## src/rtl/stove_button_conditioner.sv

```systemverilog
// stove_button_conditioner
//   Conditions five raw push-button/switch lines into clean one-clock command
//   pulses for the stove controller. Each channel has a 2-FF synchroniser, a
//   debounce FSM (RELEASED / PRESS_DB / PRESSED / RELEASE_DB) and a press-edge
//   pulse. Increment/decrement pulses that would land in the same cycle
//   cancel each other.
//
//   Optional feature macro: STOVE_BTN_AUTOREPEAT_EN
//     defined   -> inc/dec channels auto-repeat while held
//     undefined -> every channel pulses once per accepted press
//
// Ports
//   clk              in   system clock
//   async_reset      in   asynchronous active-low reset
//   btn_raw[4:0]     in   raw lines: [0] power, [1] surface A, [2] surface B,
//                         [3] inc, [4] dec
//   power_toggle     out  one-clock pulse per accepted power press
//   surface_toggle   out  [0] A, [1] B one-clock pulses
//   power_level_inc  out  one-clock pulse on press (and repeats)
//   power_level_dec  out  one-clock pulse on press (and repeats)
//   btn_level[4:0]   out  debounced pressed level per channel, active-high
module stove_button_conditioner #(
  parameter int unsigned DEBOUNCE_CYCLES   = 500000,
  parameter int unsigned REPEAT_DELAY      = 25000000,
  parameter int unsigned REPEAT_PERIOD     = 10000000,
  parameter int unsigned BUTTON_ACTIVE_LOW = 1
) (
  input  logic       clk,
  input  logic       async_reset,
  input  logic [4:0] btn_raw,
  output logic       power_toggle,
  output logic [1:0] surface_toggle,
  output logic       power_level_inc,
  output logic       power_level_dec,
  output logic [4:0] btn_level
);

  localparam int unsigned CW = (DEBOUNCE_CYCLES > 1) ? $clog2(DEBOUNCE_CYCLES) : 1;
  localparam logic [CW-1:0] DB_LAST = CW'(DEBOUNCE_CYCLES - 1);

  // Synchronisers reset to the raw "released" level of the button polarity.
  localparam logic [4:0] RAW_RELEASED = (BUTTON_ACTIVE_LOW != 0) ? '1 : '0;

  typedef enum logic [1:0] {
    RELEASED   = 2'd0,
    PRESS_DB   = 2'd1,
    PRESSED    = 2'd2,
    RELEASE_DB = 2'd3
  } state_e;

  logic [4:0] sync1_q, sync2_q;
  logic [4:0] act;
  logic [4:0] pulse;

  always_ff @(posedge clk or negedge async_reset) begin
    if (!async_reset) begin
      sync1_q <= RAW_RELEASED;
      sync2_q <= RAW_RELEASED;
    end else begin
      sync1_q <= btn_raw;
      sync2_q <= sync1_q;
    end
  end

  assign act = (BUTTON_ACTIVE_LOW != 0) ? ~sync2_q : sync2_q;

  for (genvar i = 0; i < 5; i++) begin : g_ch
    state_e        st_q, st_d;
    logic [CW-1:0] cnt_q, cnt_d;
    logic          lvl_q, lvl_d;
    logic          db_fire;
    logic          rep_fire;

    always_comb begin
      st_d    = st_q;
      cnt_d   = cnt_q;
      lvl_d   = lvl_q;
      db_fire = 1'b0;
      unique case (st_q)
        RELEASED: begin
          if (act[i]) begin
            st_d  = PRESS_DB;
            cnt_d = '0;
          end
        end
        PRESS_DB: begin
          if (!act[i]) begin
            st_d  = RELEASED;
            cnt_d = '0;
          end else if (cnt_q == DB_LAST) begin
            st_d    = PRESSED;
            cnt_d   = '0;
            lvl_d   = 1'b1;
            db_fire = 1'b1;
          end else begin
            cnt_d = cnt_q + 1'b1;
          end
        end
        PRESSED: begin
          if (!act[i]) begin
            st_d  = RELEASE_DB;
            cnt_d = '0;
          end
        end
        RELEASE_DB: begin
          if (act[i]) begin
            st_d  = PRESSED;
            cnt_d = '0;
          end else if (cnt_q == DB_LAST) begin
            st_d  = RELEASED;
            cnt_d = '0;
            lvl_d = 1'b0;
          end else begin
            cnt_d = cnt_q + 1'b1;
          end
        end
        default: begin
          st_d  = RELEASED;
          cnt_d = '0;
          lvl_d = 1'b0;
        end
      endcase
    end

    always_ff @(posedge clk or negedge async_reset) begin
      if (!async_reset) begin
        st_q  <= RELEASED;
        cnt_q <= '0;
        lvl_q <= 1'b0;
      end else begin
        st_q  <= st_d;
        cnt_q <= cnt_d;
        lvl_q <= lvl_d;
      end
    end

`ifdef STOVE_BTN_AUTOREPEAT_EN
    if (i >= 3) begin : g_rep
      localparam int unsigned RMAX = (REPEAT_DELAY > REPEAT_PERIOD) ? REPEAT_DELAY : REPEAT_PERIOD;
      localparam int unsigned RW   = (RMAX > 1) ? $clog2(RMAX) : 1;
      localparam logic [RW-1:0] RD_LAST = RW'(REPEAT_DELAY - 1);
      localparam logic [RW-1:0] RP_LAST = RW'(REPEAT_PERIOD - 1);

      logic [RW-1:0] rep_q, rep_d;
      logic          ph_q, ph_d;   // 0: waiting initial delay, 1: periodic

      // Counter only runs while staying in PRESSED; any exit or fresh entry
      // leaves it cleared so a bounce restarts the initial delay.
      always_comb begin
        rep_d    = '0;
        ph_d     = 1'b0;
        rep_fire = 1'b0;
        if (st_q == PRESSED && st_d == PRESSED) begin
          if (!ph_q) begin
            if (rep_q == RD_LAST) begin
              rep_fire = 1'b1;
              ph_d     = 1'b1;
            end else begin
              rep_d = rep_q + 1'b1;
            end
          end else begin
            ph_d = 1'b1;
            if (rep_q == RP_LAST) begin
              rep_fire = 1'b1;
            end else begin
              rep_d = rep_q + 1'b1;
            end
          end
        end
      end

      always_ff @(posedge clk or negedge async_reset) begin
        if (!async_reset) begin
          rep_q <= '0;
          ph_q  <= 1'b0;
        end else begin
          rep_q <= rep_d;
          ph_q  <= ph_d;
        end
      end
    end else begin : g_norep
      assign rep_fire = 1'b0;
    end
`else
    assign rep_fire = 1'b0;
`endif

    assign pulse[i]     = db_fire | rep_fire;
    assign btn_level[i] = lvl_q;
  end

  logic       pwr_q, inc_q, dec_q;
  logic [1:0] surf_q;

  always_ff @(posedge clk or negedge async_reset) begin
    if (!async_reset) begin
      pwr_q  <= 1'b0;
      surf_q <= '0;
      inc_q  <= 1'b0;
      dec_q  <= 1'b0;
    end else begin
      pwr_q  <= pulse[0];
      surf_q <= pulse[2:1];
      // Coinciding inc/dec requests cancel each other.
      inc_q  <= pulse[3] & ~pulse[4];
      dec_q  <= pulse[4] & ~pulse[3];
    end
  end

  assign power_toggle    = pwr_q;
  assign surface_toggle  = surf_q;
  assign power_level_inc = inc_q;
  assign power_level_dec = dec_q;

endmodule

```

## config.mk

```make
export PLATFORM = sky130hd
export DESIGN_NAME = stove_button_conditioner
export DESIGN_NICKNAME = d
export VERILOG_FILES = /design/src/rtl/stove_button_conditioner.sv
export SDC_FILE = /design/constraint.sdc
export NUM_CORES = 1
export LEC_CHECK = 0
export ABC_AREA = 0
export CORE_ASPECT_RATIO = 0.5
export CORE_MARGIN = 5
export CORE_UTILIZATION = 45
export DETAILED_ROUTE_END_ITERATION = 8
export PLACE_DENSITY = 0.65
export SLEW_MARGIN = 20
export SYNTH_ARGS = -nofsm -noshare
export SYNTH_HDL_FRONTEND = slang
export SYNTH_SLANG_ARGS = --single-unit
```

## constraint.sdc

```tcl
create_clock -name clk -period 4.3 [get_ports clk]
set_input_delay 0.86 -clock clk [delete_from_list [all_inputs] [get_ports clk]]
set_output_delay 0.86 -clock clk [all_outputs]
set_load 0.01 [all_outputs]
```

-- Yosys cells after proc, flatten, opt, wreduce, memory -nomap -nowiden
Index checks and enable logic that the tools add are counted.
Widths: inputs -> output; s select.
- flip-flop bits (word level): 125
- logic and storage cells: 221
- mux-type cells: 105
- $add $sub $neg: 5
- reduce and logical (&&, ||, !) cells: 25
- equal/unequal tests: 60
- bitwise logic cells: 5
- operator list (cell ; count):
    $mux 19 ; 25
    $pmux 19 s4 ; 5
    $add 19x1->19 const B ; 5
    $eq 19x19->1 const B ; 5
    $mux 2 ; 30
    $ne 2x2->1 const B ; 30
    $pmux 2 s4 ; 5
    $mux 1 ; 35
    $ne 3x3->1 const B ; 10
    $reduce_and 5->1 ; 5
    $eq 2x2->1 const B ; 10
    $reduce_and 4->1 ; 5
    $eq 2x1->1 const B ; 5
    $logic_not 2->1 ; 5
    $pmux 1 s2 ; 5
    $reduce_and 2->1 ; 5
    $reduce_bool 2->1 ; 5
    $not 5->5 ; 1
    $and 1x1->1 ; 2
    $not 1->1 ; 2

-- Longest topological paths before layout
- depth in word-level cells: 6
- gate-level depth with buffers: 8

-- Worst setup path before layout
Ideal clock, no wire load.
- path kind: register -> register
- start: register g_ch[2].cnt_q[0]
- end: register g_ch[2].cnt_q[14]
- cell stages (with the launch flop): 7
- setup slack: 2.349 ns
- clock period less this slack: 1.951 ns
- setup time: 0.069 ns
- buffers on the path: 0
- arrival time: 1.882 ns
- required time: 4.231 ns
- cells stage by stage: dfrtp_1 -> ha_1 -> nand4_2 -> or2_4 -> or4_4 -> or3_1 -> nand3_1
- word-level cells in the longest chain between the ends: 4
- elaborated cells on any way between the ends: 6
- those cells by class: 1 x add/sub; 1 x eq/ne; 4 x mux
- ends and longest elaborated chain (item ; line ; RTL):
    start: declaration ; 69 ; logic [CW-1:0] cnt_q, cnt_d;
    start signal: assignment ; 132 ; cnt_q <= cnt_d;
    $add 19x1->19 or $eq 19x19->1 (tied branches) ; -- ;
    $mux 19 * ; 90, 109 ;
    $mux 19, on equally long branches ; 106, 87 ;
    $pmux 19 s4 * ; 79 ; unique case (st_q)
Mark *: on every way between the ends. The rest lies on a longest branch, timed or not.
A chain may end at the register's enable or synchronous reset.

-- Final worst setup path
- start: register g_ch[1].cnt_q[1]
- end: register g_ch[1].cnt_q[11]
- word-level cells in the longest chain between the ends: 4
- elaborated cells on any way between the ends: 6
- those cells by class: 1 x add/sub; 1 x eq/ne; 4 x mux
- ends and longest elaborated chain (item ; line):
    start: declaration ; 69
    start signal: assignment ; 132
    $add 19x1->19 or $eq 19x19->1 (tied branches) ; --
    $mux 19 * ; 90, 109
    $mux 19, on equally long branches ; 106, 87
    $pmux 19 s4 * ; 79
Marks and branches as above.

==> flow_summary.ini <==
[cells_and_area]
instances_no_fill = 924
fillers = 1310
n_antenna_cell = 0
layout-drive-gt1-share_pct = 8.95
syn2layout_area_growth_pct = 14.6
nets = 725

[flow_run]
cap_violations = 0

[cts]
postCtsHoldBufs = 0
cts_resized = 0
cts_setup_buffers = 0
clock-sinks = 125
clk_pin_slew_ps = 60
clk_latency_ps = 410
cts_tree = done
cts_root_buf = clkbuf_16
cts_max_level = 4
clock_path_buffers = 2
cts_inserted_buffers = 17

[floorplan]
die_w_um = 180
core-area_um2 = 14300
num_io_pins = 17
start_util_pct = 45.4
dieArea_um2 = 17000
die_h_um = 94.9
fp-row-count = 31

[outcome]
status = finished, final reports clean

[route]
ant_nets = 0
drc = 0
dr.pass1.iters = 5
vias_per_cell = 5.49
vias = 5076
wl_per_cell_um = 13.9
drt-initial-drc-count = 273
routed_wl_um = 12900

[sta]
rsz0062_at_grt = false
hold_ws_ps = 354
setup_tns_ps = 0
fmax_mhz = 398
finalCritPeriodShare_pct = 58.4
clock_skew_ps = 10.6
finalMaxSlewViolations = 0
hold_viol = 0
setup_viol = 0
slew_headroom_pct = 33.7
fin_crit_ps = 2510
worst_slew_pin_slew_ps = 991

[global_route]
grt_pass1_vias = 4783
grt_pass1_wl_um = 22700
grt_max_degree = 82
antenna_found_initial = 0
grt_use_total_pct = 15.9
grt-ovfl-total = 0

[place]
gp_congestion = 0.878
dp.cells = 892
numPortBuffers = 16
place_hpwl_um = 8580

[power]
p_comb_share_pct = 10.7
vdd_drop_max_v = 0.000349
p_sw_w = 0.000806
internal-power_w = 0.00231
p_leak_nw = 2.99
clockPowerShare_pct = 48.3
p_sw_share_pct = 25.9
power_frac_seq_pct = 41.0
powerDensity_nw_per_um2 = 419

[synth]
synth.distinct_cells = 65
synthTopCellsByCount = 115 x dfrtp_1, 76 x nor2_1, 70 x nand2_1
synth-edff-count = 0
synth_flop_cell = dfrtp_1
async_flop_share_pct = 100
ys_ff_latch = 125
ys_top_cells_by_area = dfrtp_1 44%, nand3_1 4.4%, nor2_1 4.4%
syn-num-nets = 710
synth_most_common_cell = dfrtp_1
yosysWarnings = 0
syn_avg_cell_area_um2 = 9.29
yosys.area.top_type_share_pct = 44.4
synth_top_area_cell = dfrtp_1
synthesis.area_um2 = 6480
yosysSeqAreaShare_pct = 48.5
synthCells = 698

[setup_path]
r2r-end = g_ch[1].cnt_q[11]
cp.required_ps = 4560
cp-end-kind = flip-flop
endpoint = g_ch[1].cnt_q[11]
cp-start-kind = flip-flop
reg2reg_depth = 6
cp_max_fo = 13
critical_path_class = flip-flop to flip-flop
critical_path.reg2reg.startpoint = g_ch[1].cnt_q[1]
r2r_slack_ps = 1790
crit_arrival_ps = 2770
worstSetupStartpoint = g_ch[1].cnt_q[1]

[worst_hold_path]
hold_path.class = flip-flop to flip-flop
## power groups by stage
| stage | Combinational [W] | Clock [W] | Sequential [W] |
|---|---|---|---|
| 6_report | 0.000332 | 0.00150 | 0.00128 |
| 3_3_place_gp | 0.000326 | 0 | 0.00129 |
| 5_1_grt | 0.000376 | 0.00159 | 0.00128 |
| 4_1_cts | 0.000336 | 0.00154 | 0.00128 |
| 2_1_floorplan | 0.000246 | 0 | 0.00128 |
| 3_5_place_dp | 0.000334 | 0 | 0.00130 |
## metal layers
| layer | vias up | global-route usage [%] | part of all wire [%] |
|---|---|---|---|
| li1 | 2544 | - | - |
| met1 | 2461 | 21.0 | 50 |
| met2 | 58 | 26.0 | 46 |
| met3 | 13 | 3.89 | 2.6 |
| met4 | 0 | 5.01 | 1.1 |
| met5 | - | 0 | 0 |
## cell usage in the layout (no fill, tap or decap), types with 4 or more instances in the layout
cell type,netlist,routed
and2_1,9,9
o311ai_0,5,5
and3_1,12,12
nand2_1,70,70
nand4_1,28,28
nor3_1,19,19
a22o_1,7,7
o211ai_1,5,5
bufinv_16,0,4
a31oi_1,5,5
clkdlybuf4s50_1,0,15
dfstp_2,10,10
buf_4,5,4
a21o_1,7,7
ha_1,5,5
xor2_1,6,6
clkbuf_16,0,17
xnor2_1,31,31
o21ai_0,30,30
or3_1,13,13
dfrtp_1,115,115
nor2_1,76,76
mux2i_1,12,12
and4_1,9,9
or4_1,5,5
nor4_1,10,10
a21oi_1,38,38
inv_1,33,33
nand3_1,57,57
## through the flow
step	total power [W]	setup WS (ps)	cell area (µm²)	util [%]
finish	0.00311	1790	7430	52.0
global route	0.00325	1500	7430	52.0
CTS	0.00315	1780	7430	52.0
detailed placement	0.00163	1800	6810	47.7
global placement	0.00162	1970	6810	47.7
floorplan	0.00152	2350	6480	-
## registers in the layout, summed over array words and instances, names as in the netlist, named ones only
| signal | cells |
|---|---|
| surface_toggle | 2 |
| sync2_q | 5 |
| g_ch.lvl_q | 5 |
| g_ch.cnt_q | 95 |
| power_level_inc | 1 |
| sync1_q | 5 |
| power_toggle | 1 |
| g_ch.st_q | 5 |
| power_level_dec | 1 |
## worst min path at each step
stage / from / end / slack [ps] / cells past startpoint
floorplan: sync1_q[0] / sync2_q[0] / 350 / 0
global placement: sync1_q[2] / sync2_q[2] / 350 / 0
detailed placement: sync1_q[2] / sync2_q[2] / 350 / 0
CTS: sync1_q[1] / sync2_q[1] / 360 / 0
global route: sync1_q[1] / sync2_q[1] / 360 / 0
finish: sync1_q[1] / sync2_q[1] / 350 / 0
## cells by family (layout without fill, tap and decap cells)
kind of cell / Yosys count / after routing / share of synthesized area [%]
flip-flops: 125 / 125 / 48.5
multiplexers: 15 / 15 / 2.37
adder cells (fa/ha/maj): 5 / 5 / 0.965
XOR/XNOR: 37 / 37 / 5.00
AND/OR/NAND/NOR: 343 / 343 / 28.2
buffers and inverters: 57 / 85 / 3.73
AO/OA/AOI/OAI: 116 / 116 / 11.3
## worst max-delay path, stage by stage (launching register included)
cell and delay (ps):
dfrtp_1 390, ha_1 200, nand3_1 270, nor3_1 410, a21oi_1 260, nor2_1 700
nor2_1 120
## area by class of cell
class	instances	area, µm²	share of cell area (%)
Sequential cell	125	3140	42.3
Inverter	33	124	1.67
Clock buffer	21	450	6.06
Clock inverter	11	166	2.24
Timing Repair Buffer	20	200	2.69
Multi-Input combinational cell	516	3100	41.7
Tap cell	198	248	3.34
Note: power is estimated with default switching activity, not from simulation.
==> RTL edit 1 (same flow settings) <==
Re-encode `state_e` (4 states) as one-hot, 4 bits wide.
--- a/src/rtl/stove_button_conditioner.sv
+++ b/src/rtl/stove_button_conditioner.sv
@@ -42,9 +42,9 @@
   localparam logic [4:0] RAW_RELEASED = (BUTTON_ACTIVE_LOW != 0) ? '1 : '0;
 
-  typedef enum logic [1:0] {
-    RELEASED   = 2'd0,
-    PRESS_DB   = 2'd1,
-    PRESSED    = 2'd2,
-    RELEASE_DB = 2'd3
+  typedef enum logic [3:0] {
+    RELEASED   = 4'b0001,
+    PRESS_DB   = 4'b0010,
+    PRESSED    = 4'b0100,
+    RELEASE_DB = 4'b1000
   } state_e;
 
Formal check against the unedited RTL: no difference found for any inputs over 10 cycles, from zero or initial values and one cycle with async_reset low; not proved beyond that.
==> RTL edit 1 against the unedited design <==
- wire length is 21% higher
- area after synthesis up 15%
- clock skew down 0.0013 ns
- worst setup slack improved by 0.14 ns
- design area is 11% higher
- sequential cell count increased by 10
- total power shrank 2.2%
- die area grew 13%
- critical endpoint is now g_ch[4].cnt_q[7]
==> RTL edit 1: results (changes against the unedited design) <==
Seq/Total Area, Yosys: 0.458 (-0.0269)
clk_skew: 0.00931 ns (-0.00125 ns)
met3 Usage GRT: 0.0405 (+0.00162)
non-clock inverter total of the final layout: 10 (-70%)
Hold WC Path Type: flip-flop to flip-flop
Total GRT Usage: 0.170 (+0.0111)
Non-clock buffer share: 0.0241 (-0.00290)
post-DP HPWL: 10.1 mm (+18%)
Area contributors post-synth: dfrtp_1 40%, dfstp_2 5.3%, nand2_1 3.7%
Multi-Input Combinational: 622 (+21%)
status: finished clean
Commonest cells post-synth: 120 x dfrtp_1, 74 x nand2_1, 70 x nor2_1
Area after DPL: 7690 sq um (+13%)
Worst Path Arrival: 2.65 ns (-0.12 ns)
multiplexer share of the synthesized area: 0.0113 (-0.0125)
fraction of area in multi-input gates: 0.458 (+0.0408)
Metal-1 WL: 7.87 mm (+22%)
power per cell area: 368 nW/um^2 (-12%)
combinational fraction of design power: 0.087 (-0.020)
DR iter-0 viols: 440 (+61%)
number of vias in the routed layout: 6004 (+18%)
met1 usage in global routing: 0.239 (+0.0287)
multi-input logic area: 3790 sq um (+22%)
Tightest Pin Transition: 0.880 ns (-0.111 ns)
tap cells: 227 (+15%)
Synth Area in Compound Gates: 0.168 (+0.0553)
CP peak stage delay: 0.73 ns (+0.03 ns)
Non-CTS buffers: 21 (+5.0%)
met3 WL: 511 um (+52%)
Setup WS pre-CTS: 1.78 ns (-0.0217 ns)
top flop regs: g_ch.cnt_q: 95 flops, g_ch.st_q: 20 flops
clkbuf count: 18 (-14%)
sequential cell count: 135 (+8.0%)
number of global-route vias before repair: 5623 (+18%)
Detail Route met2 WL: 7.02 mm (+19%)
Gate Count Post-Synth: 815 (+17%)
Synthesized Nets: 827 (+16%)
global placement routability congestion: 0.879 (+0.10%)
DR WL/cell: 14.8 um (+6.6%)
R2R cell count: 5 (-1)
switching power: 829 uW (+2.9%)
largest net degree at the start of global routing: 92 (+12%)
Sequential Power Share: 0.451 (+0.041)
adder-cell share of the synthesized area: 0.00843 (-0.00123)
layout cells sized above 1: 0.0890 (-0.000507)
leakage: 3.31 nW (+11%)
Yosys cell types: 63 (-3.1%)
Clock-cell share: 0.0684 (-0.0147)
Placed Cells: 1015 (+14%)
TritonCTS buffer count: 17 (unchanged)
Worst path slowest cell: or4b_2
global routing usage on met2: 0.263 (+0.00292)
sequential cell area: 3400 sq um (+8.2%)
Max VDD drop: 0.000276 V (-21%)
fill cell count: 1499 (+14%)
final wirelength: 15.5 mm (+21%)
post-synthesis xor/xnor area fraction: 0.0389 (-0.0111)
first-pass GRT wire length: 27.2 mm (+20%)
[RTL edit 1: changes by cell type after synthesis, moves of 10 or more]
cell / before / now
and3b_1: 0 / 12
xnor2_1: 31 / 7
nand3_1: 57 / 39
a31oi_1: 5 / 40
clkbuf_1: 12 / 30
xor2_1: 6 / 26
nor3b_1: 1 / 11
inv_1: 33 / 10
nand2b_1: 2 / 19
or3_1: 13 / 1
o21ai_0: 30 / 42
[RTL edit 1: path summary, 6_finish.rpt]
| check | start | slack (ns) | end |
|---|---|---|---|
| min in group asynchronous | async_reset | 0.49 | g_ch[1].cnt_q[1] |
| hold reg to reg | sync1_q[0] | 0.35 | sync2_q[0] |
| max in group asynchronous | async_reset | 2.91 | g_ch[3].st_q[0] |
| setup / recovery | g_ch[4].cnt_q[11] | 1.93 | g_ch[4].cnt_q[7] |
| setup reg to reg | g_ch[4].cnt_q[11] | 1.93 | g_ch[4].cnt_q[7] |
| hold / removal | sync1_q[0] | 0.35 | sync2_q[0] |
==> RTL edit 2 (same flow settings) <==
Without the edit above. Build with the macro `STOVE_BTN_AUTOREPEAT_EN` defined.
--- a/src/rtl/stove_button_conditioner.sv
+++ b/src/rtl/stove_button_conditioner.sv
@@ -20,4 +20,6 @@
 //   power_level_dec  out  one-clock pulse on press (and repeats)
 //   btn_level[4:0]   out  debounced pressed level per channel, active-high
+`define STOVE_BTN_AUTOREPEAT_EN
+
 module stove_button_conditioner #(
   parameter int unsigned DEBOUNCE_CYCLES   = 500000,
Behaviour: same outputs for any inputs over 10 cycles, from zero or initial values and one cycle with async_reset low; that may be too few to reach the edited logic, so the function may still have changed.
==> RTL edit 2 against the unedited design <==
- design area up 34%
- highest routed layer unchanged
- area after synthesis up 40%
- sequential cell count rose by 52
- total power increased by 14%
- largest power group is now sequential cells
- worst setup slack gained 0.16 ns
- fmax up 6.6%
- largest cell class unchanged
- clock skew is essentially flat
- wire length increased by 43%
==> RTL edit 2: results (changes against the unedited design) <==
worst reg-to-reg setup slack: 1.95 ns (+0.16 ns)
Seq/Total Area, Yosys: 0.491 (+0.00639)
initial antenna violation count: 0 (unchanged)
Hold Crit Start: sync1_q[2]
layout cells sized above 1: 0.0669 (-0.0227)
clk_skew: 0.0101 ns (-0.000443 ns)
clk slew on worst S/H paths: 0.07 ns
Yosys cell types: 59 (-9.2%)
R2R cell count: 6 (unchanged)
Max VDD drop: 0.000268 V (-23%)
worst skew pair latency: 0.44 ns (+0.03 ns)
post-DP HPWL: 12.2 mm (+42%)
Finished Layout Cells: 1238 (+34%)
FF-to-FF End: g_ch[1].cnt_q[14]
Synthesized Nets: 966 (+36%)
Syn Area/Cell: 9.50 sq um (+2.3%)
Total GRT Usage: 0.168 (+0.00897)
Area after DPL: 9420 sq um (+38%)
status: finished clean
CP max FO: 15 (+2)
fin util: 0.509 (-0.0113)
root buf cell: clkbuf_16
hold_ws: 0.350 ns (-0.00440 ns)
Worst Path Arrival: 2.65 ns (-0.12 ns)
DR iter-0 viols: 468 (+71%)
number of global-route vias before repair: 6858 (+43%)
Commonest cells post-synth: 167 x dfrtp_1, 106 x nor2_1, 92 x nand2_1
final wirelength: 18.4 mm (+43%)
Hold EP: sync2_q[2]
global placement routability congestion: 0.831 (-5.4%)
drt first pass iters: 4 (-1)
Area contributors post-synth: dfrtp_1 46%, nor2_1 4.4%, nand2_1 3.8%
largest net degree at the start of global routing: 89 (+8.5%)
Setup WS pre-CTS: 1.74 ns (-0.0574 ns)
first-pass GRT wire length: 32.4 mm (+42%)
min cycle time layout: 2.35 ns (-0.156 ns)
CP peak stage delay: 0.64 ns (-0.06 ns)
# Post-CTS Setup Buffers: 0 (unchanged)
Tightest Pin Transition: 1.05 ns (+0.0570 ns)
vias per inst: 5.74 (+4.5%)
leakage: 3.98 nW (+33%)
[RTL edit 2: cell count changes in the layout (fill, tap and decap cells not counted), moves of 17 or more]
cell and delta:
nand2_1 +22, a31oi_1 +37, dfrtp_1 +52, xor2_1 +27, and4_1 +17, nor2_1 +30
[RTL edit 2: area by class of cell]
type / instances / area [sq um]
flip-flops and latches: 177 / 4440
repair buffers: 21 / 211
well taps: 266 / 333
clock buffers: 19 / 433
inverters: 25 / 93.8
clock inverters: 13 / 118
fillers: 1791 / 9620
multi-input cells: 717 / 4350
[RTL edit 2: layer usage]
metal | GRT usage | vias up | share of wire
met5 | 0 | - | 0
met2 | 0.274 | 121 | 0.46
met4 | 0.0583 | 0 | 0.011
met3 | 0.0305 | 17 | 0.031
met1 | 0.229 | 3480 | 0.49
li1 | - | 3491 | -
[RTL edit 2: power breakdown]
part | switching, mW | internal, mW | leakage (nW)
Clock | 0.723 | 0.762 | 0.268
Combinational | 0.200 | 0.0895 | 1.30
Sequential | 0.0527 | 1.71 | 2.42
[RTL edit 2: worst max-delay path by stage]
stage                          start                 to
floorplan           g_ch[4].cnt_q[0]  g_ch[4].cnt_q[16]
global placement    g_ch[1].cnt_q[0]  g_ch[1].cnt_q[10]
detailed placement  g_ch[1].cnt_q[0]  g_ch[1].cnt_q[10]
CTS                 g_ch[1].cnt_q[0]  g_ch[1].cnt_q[10]
global route        g_ch[1].cnt_q[1]   g_ch[1].cnt_q[8]
finish              g_ch[1].cnt_q[1]  g_ch[1].cnt_q[14]
[RTL edit 2: cells by family (layout without fill, tap and decap cells)]
family          after synthesis  in the layout  synth area share
compound gates              183            183             0.126
mux                          10             10            0.0113
simple gates                447            447             0.264
flops                       177            177             0.491
xor+xnor                     70             70            0.0678
buf+inv                      58             78            0.0299
fa+ha+maj                     7              7           0.00968
